==> src/rtl/if_fetch_pkg.sv <==
// Shared CPU front-end definitions: fetch FSM encoding, NOP word and reset PC.
package if_fetch_pkg;

  typedef enum logic [1:0] {
    IDLE = 2'd0,
    REQ  = 2'd1,
    WAIT = 2'd2
  } fetch_state_e;

  // addi x0, x0, 0 -- loaded into the IF/ID register on reset
  localparam logic [31:0] NOP_INSTR        = 32'h0000_0013;
  localparam logic [31:0] RESET_PC_DEFAULT = 32'h0000_0000;

  // The IF/ID slot can take a new word when empty or when decode is draining it.
  function automatic logic calc_slot_free(input logic valid, input logic stall);
    return (~valid) | (~stall);
  endfunction

endpackage

==> src/rtl/if_id_reg.sv <==
// IF/ID holding register: load a fetched word, clear on consume/redirect, else hold.
module if_id_reg
  import if_fetch_pkg::*;
#(
  parameter logic [31:0] RESET_PC = RESET_PC_DEFAULT
) (
  input  logic        clk,
  input  logic        rst,
  input  logic        load_i,
  input  logic        clear_i,
  input  logic [31:0] pc_i,
  input  logic [31:0] instr_i,
  output logic        valid_o,
  output logic [31:0] pc_o,
  output logic [31:0] instr_o
);

  logic        valid_q, valid_d;
  logic [31:0] pc_q, pc_d;
  logic [31:0] instr_q, instr_d;

  // Next-state: load wins over clear; a clear drops only the valid bit.
  always_comb begin
    valid_d = valid_q;
    pc_d    = pc_q;
    instr_d = instr_q;
    if (load_i) begin
      valid_d = 1'b1;
      pc_d    = pc_i;
      instr_d = instr_i;
    end else if (clear_i) begin
      valid_d = 1'b0;
    end else begin
      valid_d = valid_q;
    end
  end

  // Holding register with asynchronous reset to an empty NOP slot.
  always_ff @(posedge clk or posedge rst) begin
    if (rst) begin
      valid_q <= 1'b0;
      pc_q    <= RESET_PC;
      instr_q <= NOP_INSTR;
    end else begin
      valid_q <= valid_d;
      pc_q    <= pc_d;
      instr_q <= instr_d;
    end
  end

  assign valid_o = valid_q;
  assign pc_o    = pc_q;
  assign instr_o = instr_q;

endmodule

==> src/rtl/if_fetch.sv <==
// Instruction fetch: single-outstanding request FSM with redirect discard
// and back-pressure from decode through the IF/ID register.
module if_fetch
  import if_fetch_pkg::*;
#(
  parameter logic [31:0] RESET_PC = RESET_PC_DEFAULT
) (
  input  logic        clk,
  input  logic        rst,
  input  logic [31:0] pc,
  input  logic        redirect,
  input  logic        id_stall,
  output logic        pc_stall,
  output logic        imem_req,
  output logic [31:0] imem_addr,
  input  logic        imem_gnt,
  input  logic        imem_rvalid,
  input  logic [31:0] imem_rdata,
  output logic        if_valid,
  output logic [31:0] if_pc,
  output logic [31:0] if_instr
);

  fetch_state_e state_q, state_d;
  logic         discard_q, discard_d;
  logic [31:0]  req_pc_q, req_pc_d;

  logic slot_free_s;
  logic accept_s;
  logic load_s;
  logic clear_s;

  assign slot_free_s = calc_slot_free(if_valid, id_stall);
  assign accept_s    = (state_q == WAIT) & imem_rvalid & ~discard_q & slot_free_s;
  // Redirect beats accept: the PC still moves once, but the word is not kept.
  assign load_s      = accept_s & ~redirect;
  assign clear_s     = redirect | ~id_stall;

  assign pc_stall  = rst | ~(accept_s | redirect);
  assign imem_req  = (state_q == REQ) & ~rst;
  assign imem_addr = (state_q == WAIT) ? req_pc_q : pc;

  // Next-state: any response in WAIT (kept, dropped for stall, or discarded)
  // returns to REQ; the PC only advanced if it was accepted.
  always_comb begin
    state_d   = state_q;
    discard_d = discard_q;
    req_pc_d  = req_pc_q;
    case (state_q)
      IDLE: begin
        state_d = REQ;
      end
      REQ: begin
        if (imem_gnt) begin
          req_pc_d  = pc;
          state_d   = WAIT;
          discard_d = redirect;
        end else begin
          state_d = REQ;
        end
      end
      WAIT: begin
        if (imem_rvalid) begin
          state_d   = REQ;
          discard_d = 1'b0;
        end else if (redirect) begin
          discard_d = 1'b1;
        end else begin
          discard_d = discard_q;
        end
      end
      default: begin
        state_d   = IDLE;
        discard_d = 1'b0;
      end
    endcase
  end

  // FSM, discard flag and in-flight address registers.
  always_ff @(posedge clk or posedge rst) begin
    if (rst) begin
      state_q   <= IDLE;
      discard_q <= 1'b0;
      req_pc_q  <= 32'h0000_0000;
    end else begin
      state_q   <= state_d;
      discard_q <= discard_d;
      req_pc_q  <= req_pc_d;
    end
  end

  if_id_reg #(
    .RESET_PC (RESET_PC)
  ) u_if_id_reg (
    .clk     (clk),
    .rst     (rst),
    .load_i  (load_s),
    .clear_i (clear_s),
    .pc_i    (req_pc_q),
    .instr_i (imem_rdata),
    .valid_o (if_valid),
    .pc_o    (if_pc),
    .instr_o (if_instr)
  );

endmodule

==> config.mk <==
export PLATFORM = sky130hd
export DESIGN_NAME = if_fetch
export DESIGN_NICKNAME = d
export VERILOG_FILES = /design/src/rtl/if_fetch_pkg.sv /design/src/rtl/if_id_reg.sv /design/src/rtl/if_fetch.sv
export SDC_FILE = /design/constraint.sdc
export NUM_CORES = 1
export LEC_CHECK = 0
export CAP_MARGIN = 30
export CELL_PAD_IN_SITES_DETAIL_PLACEMENT = 1
export CELL_PAD_IN_SITES_GLOBAL_PLACEMENT = 1
export CORE_MARGIN = 2
export CORE_UTILIZATION = 35
export DETAILED_ROUTE_END_ITERATION = 6
export GPL_TIMING_DRIVEN = 0
export HOLD_SLACK_MARGIN = 0.08
export PLACE_DENSITY = 0.87
export SLEW_MARGIN = 0
export SYNTH_ARGS = -nofsm -noshare
export SYNTH_HDL_FRONTEND = slang
export SYNTH_HIERARCHICAL = 1
export SYNTH_SLANG_ARGS = --single-unit
==> constraint.sdc <==
create_clock -name clk -period 2.9 [get_ports clk]
set_clock_uncertainty 0.1 [all_clocks]
set_input_delay 0.725 -clock clk [delete_from_list [all_inputs] [get_ports clk]]
set_output_delay 0.725 -clock clk [all_outputs]
set_load 0.03 [all_outputs]
==> qor.yml, run 1 <==
status: "finished clean"
crit_fanout: 4
syn_avg_cell_area_sq_um: 16.8
drv_slew: 0
grt_max_degree: 66
whs_ns: 0.412
rsz0062_at_grt: "yes"
grt_pass1_vias: 3430
antennaDiodeCount: 0
p_sw_share_pct: 36.6
power_leakage_nw: 3.03
finalSetupViolCount: 0
hpwl_um: 8640
drc: 0
cp-end-kind: "output pin"
cp_slowest_cell: "clkdlybuf4s50_1"
syn_nets: 346
io_buffers: 168
p_comb_share_pct: 49.3
die_x_um: 118
fillerInstances: 1269
ir_worst_vdd_v: 0.000447
arrival_ns: 2.06
gp_congestion: 0.728
p_switching_mw: 2.79
antenna_found_initial: 0
period_share_pct: 99.3
ys_seq_area_share_pct: 54.8
vias: 2968
cp-startpoint: "rst"
rows: 41
r2r_start: "state_q[0]$_DFFE_PP0P_"
wl_per_cell_um: 19.0
synth-seq-cells: 100
cts_buffer_depth: 2
grt_pass1_wl_um: 19400
numCtsBuffers: 9
min_path_cells: 1
syn_area_sq_um: 4570
vias_per_cell: 4.70
nets: 528
grt_overflow: 0
fin_total_pwr_mw: 7.63
htreeDepth: 3
min-delay-start: "u_if_id_reg/instr_o[10]$_DFFE_PP0P_"
p_per_area_nw_per_um2: 1140
ys_types: 21
final.setup.tns_ns: 0
cts-root-buf: "clkbuf_16"
finalHoldViolations: 0
hold_class: "reg2reg"
clockPowerShare_pct: 17.5
chipHeight_um: 118
grtUsageTotal_pct: 17.9
critPathRequiredTime_ns: 2.08
fmax_mhz: 347
finalCriticalPeriod_ns: 2.88
cp_cell_sequence: "clkdlybuf4s50_1 -> clkinvlp_4 -> o21ai_0 -> clkdlybuf4s15_2"
pin_count: 169
clk_latency_ns: 0.34
drt_first_pass_iters: 4
area_delta_synth_final_pct: 46.8
cp_slowest_stage_delay_ns: 0.66
rr_worst_depth: 9
yosysWarnings: 6
drive_above_1_share_pct: 42.7
path_class: "in2out"
maxCapViolations: 0
intPower_mw: 4.84
cts_tree: "yes"
die-area_sq_um: 14000
fin_area_sq_um: 6710
syn-instance-count: 272
cp-start-kind: "input pin"
drt_iter0_markers: 67
clock-sinks: 100
p_seq_share_pct: 33.2
cts_hold_buf: 0
start_util_pct: 36.1
clk_pin_slew_ns: 0.06
ant_nets: 0
max_slew.worst_pin.slew_ns: 0.832
timing.slew.headroom_pct: 44.6
wl_um: 12000
core-area_sq_um: 12700
postPlaceCellArea_sq_um: 6470
==> cell type report <==
class	instances	area [sq um]	area share (%)
sequential	100	2510	37.3
multi-input combinational	153	1910	28.5
timing repair buffer	170	1560	23.2
clock buffer	13	270	4.03
tap	172	215	3.21
buffer	14	148	2.20
clock inverter	3	67.6	1.01
inverter	5	25.0	0.373
timing repair inverter	1	5.00	0.0746
==> routing by layer <==
metal | vias to the layer above | part of all wire, % | track usage (%)
li1 | 1323 | - | -
met1 | 1521 | 42 | 22.3
met2 | 110 | 51 | 30.5
met3 | 14 | 5.7 | 3.86
met4 | 0 | 1.6 | 6.17
met5 | - | 0 | 0
==> registers in the layout (all words and copies together), names as in the netlist <==
register and cells:
discard_q 1, req_pc_q 32, state_q 2, u_if_id_reg/instr_o 32, u_if_id_reg/pc_o 32, u_if_id_reg/valid_o 1
==> through the flow <==
stage	cells	worst slack, ns	util (%)
6_report	631	0.0197	53.0
5_1_grt	631	-0.0661	53.0
4_1_cts	630	-0.0836	53.5
3_5_place_dp	612	-1.18	51.1
3_3_place_gp	612	-1.02	51.1
2_1_floorplan	272	0.297	-
==> cell usage after synthesis (all sizes together) <==
cell | n | area share, %
o211ai | 2 | 0.33
mux2 | 128 | 38
inv | 5 | 0.41
ha | 4 | 1.1
o21ai | 3 | 0.33
nor2 | 1 | 0.082
nand2b | 1 | 0.14
nand2 | 5 | 0.47
a211oi | 1 | 0.16
nor3b | 1 | 0.16
a21o | 1 | 0.16
dfstp | 3 | 1.7
buf | 14 | 3.0
and2b | 1 | 0.16
nor2b | 3 | 0.41
dfrtp | 97 | 53
o31ai | 2 | 0.33
==> worst max-delay path: cells and delay by family <==
family,cells,cell delay (ns)
AO/OA/AOI/OAI,1,0.11
buffers and inverters,3,1.21
==> kinds of logic after synthesis <==
family | after synthesis | synth area share [%]
AO/OA/AOI/OAI | 9 | 1.31
adder cells (fa/ha/maj) | 4 | 1.10
buffers and inverters | 19 | 3.39
flip-flops | 100 | 54.8
multiplexers | 128 | 37.9
AND/OR/NAND/NOR | 12 | 1.42
==> cell usage in the layout, fill, tap and decap left out <==
cell,synthesis,layout
a211oi_2,0,1
clkinvlp_4,0,2
clkbuf_1,0,1
clkbuf_2,0,28
buf_4,4,2
clkbuf_16,0,9
dfstp_2,3,3
mux2_4,78,78
o31ai_1,2,2
a21o_1,1,1
clkdlybuf4s50_1,0,134
buf_6,9,12
buf_8,0,1
nor2_1,1,1
dlygate4sd2_1,0,5
and2b_1,1,1
clkdlybuf4s15_2,0,1
o211ai_1,2,2
mux2_2,50,50
buf_2,1,1
clkbuf_8,0,3
nor2b_1,3,3
dfrtp_1,97,97
o21ai_0,3,3
nor3b_1,1,1
nand2_2,1,1
nand2b_1,1,1
nand2_1,4,4
clkinvlp_2,0,1
ha_1,4,4
bufinv_16,0,2
inv_4,0,1
inv_1,5,3
==> final timing paths <==
| kind | to | slack [ns] |
|---|---|---|
| min in group asynchronous | req_pc_q[18]$_DFFE_PP0P_ | 0.79 |
| max in group asynchronous | u_if_id_reg/instr_o[9]$_DFFE_PP0P_ | 1.16 |
| max reg2reg | u_if_id_reg/pc_o[14]$_DFFE_PP0P_ | 0.54 |
| max | pc_stall | 0.02 |
| min | u_if_id_reg/instr_o[10]$_DFFE_PP0P_ | 0.41 |
| min reg2reg | u_if_id_reg/instr_o[10]$_DFFE_PP0P_ | 0.41 |
==> power groups by stage <==
stage	Combinational (mW)	Clock, mW	Sequential (mW)
2_1_floorplan	1.65	0	3.26
3_3_place_gp	3.81	0	2.48
3_5_place_dp	3.89	0	2.55
4_1_cts	3.83	1.37	2.54
5_1_grt	3.95	1.43	2.63
6_report	3.76	1.33	2.53
==> timing repair <==
item                                    in CTS  in global routing
gates resized for setup                     37                 60
cloned                                       1                  0
buffers inserted                             1                  0
endpoints found under the setup margin      34                 29
Power figures use the tool's default switching activity.
==> run 2, diff against run 1 <==
--- a/config.mk
+++ b/config.mk
@@ -5,7 +5,7 @@
 export SDC_FILE = /design/constraint.sdc
 export NUM_CORES = 1
 export LEC_CHECK = 0
-export CAP_MARGIN = 30
+export CAP_MARGIN = 40
 export CELL_PAD_IN_SITES_DETAIL_PLACEMENT = 1
 export CELL_PAD_IN_SITES_GLOBAL_PLACEMENT = 1
 export CORE_MARGIN = 2
==> qor.yml, run 2 (same netlist as run 1, synthesis figures left out) <==
finalSetupViolCount: 0  # unchanged
cts-root-buf: "clkbuf_16"  # unchanged
crit_buf_inv: 3  # unchanged
fin_area_sq_um: 6690  # was 6710 sq um
clk_latency_ns: 0.35  # was 0.34 ns
wl_per_cell_um: 18.3  # was 19.0 um
drv_slew: 0  # unchanged
clk_pin_slew_ns: 0.06  # about the same
cts_hold_buf: 0  # unchanged
vias: 2942  # was 2,968
fmax_mhz: 367  # was 347 MHz
final.setup.tns_ns: 0  # unchanged
grt_overflow: 0  # unchanged
multi_input_area_sq_um: 1910  # unchanged
period_share_pct: 94.0  # was 99.3%
clock-sinks: 100  # unchanged
regArea_sq_um: 2510  # unchanged
crit_fanout: 10  # was 4
antennaDiodeCount: 0  # unchanged
cts_tree: "yes"  # unchanged
hpwl_um: 8660  # was 8640 um
rsz0062_at_grt: "no"  # was yes
htreeDepth: 3  # unchanged
ir_worst_vdd_v: 0.000455  # was 0.000447 V
max_slew.worst_pin.slew_ns: 0.836  # was 0.832 ns
start_util_pct: 36.1  # unchanged
postPlaceCellArea_sq_um: 6500  # was 6470 sq um
timing.slew.headroom_pct: 44.3  # was 44.6%
cp-end-kind: "output pin"  # unchanged
finalCriticalPeriod_ns: 2.73  # was 2.88 ns
arrival_ns: 1.90  # was 2.06 ns
vias_per_cell: 4.67  # was 4.70
power_leakage_nw: 3.02  # was 3.03 nW
path_class: "reg2out"  # was in2out
ant_nets: 0  # unchanged
cp-start-kind: "register"  # was input pin
gp_congestion: 0.728  # unchanged
chipHeight_um: 118  # unchanged
grt_max_degree: 66  # unchanged
critPathRequiredTime_ns: 2.08  # about the same
final_cell_mix: "clkdlybuf4s50_1 (133), dfrtp_1 (97), mux2_4 (78)"  # was clkdlybuf4s50_1 (134), dfrtp_1 (97), mux2_4 (78)
drt_first_pass_iters: 4  # unchanged
maxCapViolations: 0  # unchanged
core-area_sq_um: 12700  # unchanged
drc: 0  # unchanged
fillerInstances: 1264  # was 1,269
io_buffers: 168  # unchanged
p_per_area_nw_per_um2: 1130  # was 1140 nW/um^2
area_delta_synth_final_pct: 46.4  # was 46.8%
cts_buffer_depth: 2  # unchanged
final_common_cell: "clkdlybuf4s50_1"  # unchanged
cp_slowest_stage_delay_ns: 0.41  # was 0.66 ns
cp_slowest_cell: "dfrtp_1"  # was clkdlybuf4s50_1
grtUsageTotal_pct: 17.4  # was 17.9%
grt_pass1_vias: 3328  # was 3,430
numCtsBuffers: 9  # unchanged
die_x_um: 118  # unchanged
pin_count: 169  # unchanged
status: "finished clean"  # unchanged
cp_cell_sequence: "inv_1 -> ha_1 -> buf_4 -> mux2_2 -> dlygate4sd2_1"  # was clkdlybuf4s50_1 -> clkinvlp_4 -> o21ai_0 -> clkdlybuf4s15_2
finalHoldViolations: 0  # unchanged
rows: 41  # unchanged
nets: 527  # was 528
drt_iter0_markers: 71  # was 67
grt_pass1_wl_um: 19100  # was 19,400 um
crit_family: "buffers and inverters"  # unchanged
antenna_found_initial: 0  # unchanged
hold_class: "reg2reg"  # unchanged
drive_above_1_share_pct: 42.4  # was 42.7%
die-area_sq_um: 14000  # unchanged
wl_um: 11500  # was 12,000 um
==> run 2: changes by cell type in the layout (fill, tap and decap cells not counted) <==
cell and delta:
clkbuf_8 -2, buf_16 +1, buf_2 +1, buf_8 -1, clkbuf_1 +1, clkdlybuf4s15_2 -1
clkdlybuf4s50_1 -1, clkinv_2 +1, clkinvlp_2 -1, dlygate4sd2_1 +1
==> run 2: layer usage <==
| layer | GRT usage, % | part of all wire, % | vias to the layer above |
|---|---|---|---|
| met1 | 21.9 | 42 | 1500 |
| met5 | 0 | 0 | - |
| li1 | - | - | 1322 |
| met2 | 29.5 | 51 | 108 |
| met3 | 4.05 | 6.3 | 12 |
| met4 | 5.87 | 1.4 | 0 |
==> run 2: area by class of cell <==
| cell class | count | share of cell area (%) |
|---|---|---|
| Sequential cell | 100 | 37.5 |
| Timing Repair Buffer | 170 | 23.4 |
| Clock buffer | 12 | 3.68 |
| Buffer | 14 | 2.21 |
| Tap cell | 172 | 3.22 |
| Clock inverter | 4 | 1.08 |
| Inverter | 5 | 0.374 |
| Multi-Input combinational cell | 153 | 28.6 |
==> run 2: timing repair <==
| item | CTS | global route |
|---|---|---|
| endpoints found under the setup margin | 34 | 29 |
| gates resized for setup | 38 | 62 |
| setup buffers | 1 | 0 |
==> run 2: path summary, 6_finish.rpt <==
kind	startpoint	end	slack (ns)	cells past startpoint
setup / recovery	state_q[0]$_DFFE_PP0P_	imem_addr[2]	0.17	5
hold / removal	u_if_id_reg/instr_o[23]$_DFFE_PP0P_	u_if_id_reg/instr_o[23]$_DFFE_PP0P_	0.41	1
setup reg to reg	state_q[0]$_DFFE_PP0P_	u_if_id_reg/pc_o[14]$_DFFE_PP0P_	0.55	9
hold reg to reg	u_if_id_reg/instr_o[23]$_DFFE_PP0P_	u_if_id_reg/instr_o[23]$_DFFE_PP0P_	0.41	1
max in group asynchronous	rst	u_if_id_reg/pc_o[1]$_DFFE_PP0P_	1.47	2
min in group asynchronous	rst	req_pc_q[30]$_DFFE_PP0P_	0.55	3
==> run 2: where the power goes <==
group | internal (mW) | switching (mW) | leakage (nW)
registers | 2.07 | 0.454 | 1.23
logic | 1.94 | 1.82 | 1.64
clock network | 0.779 | 0.506 | 0.153
total | 4.79 | 2.78 | 3.02
==> run 2: stage by stage <==
stage | std cells | power, mW | utilization, % | setup WS, ns | hold slack [ns]
floorplan | 272 | 4.91 | - | 0.297 | 0.371
CTS | 630 | 7.68 | 53.6 | -0.0790 | 0.413
detailed placement | 613 | 6.45 | 51.3 | -0.961 | 0.395
finish | 630 | 7.57 | 52.8 | 0.175 | 0.408
global placement | 612 | 6.29 | 51.1 | -1.02 | 0.389
global route | 630 | 7.95 | 52.8 | 0.0702 | 0.424
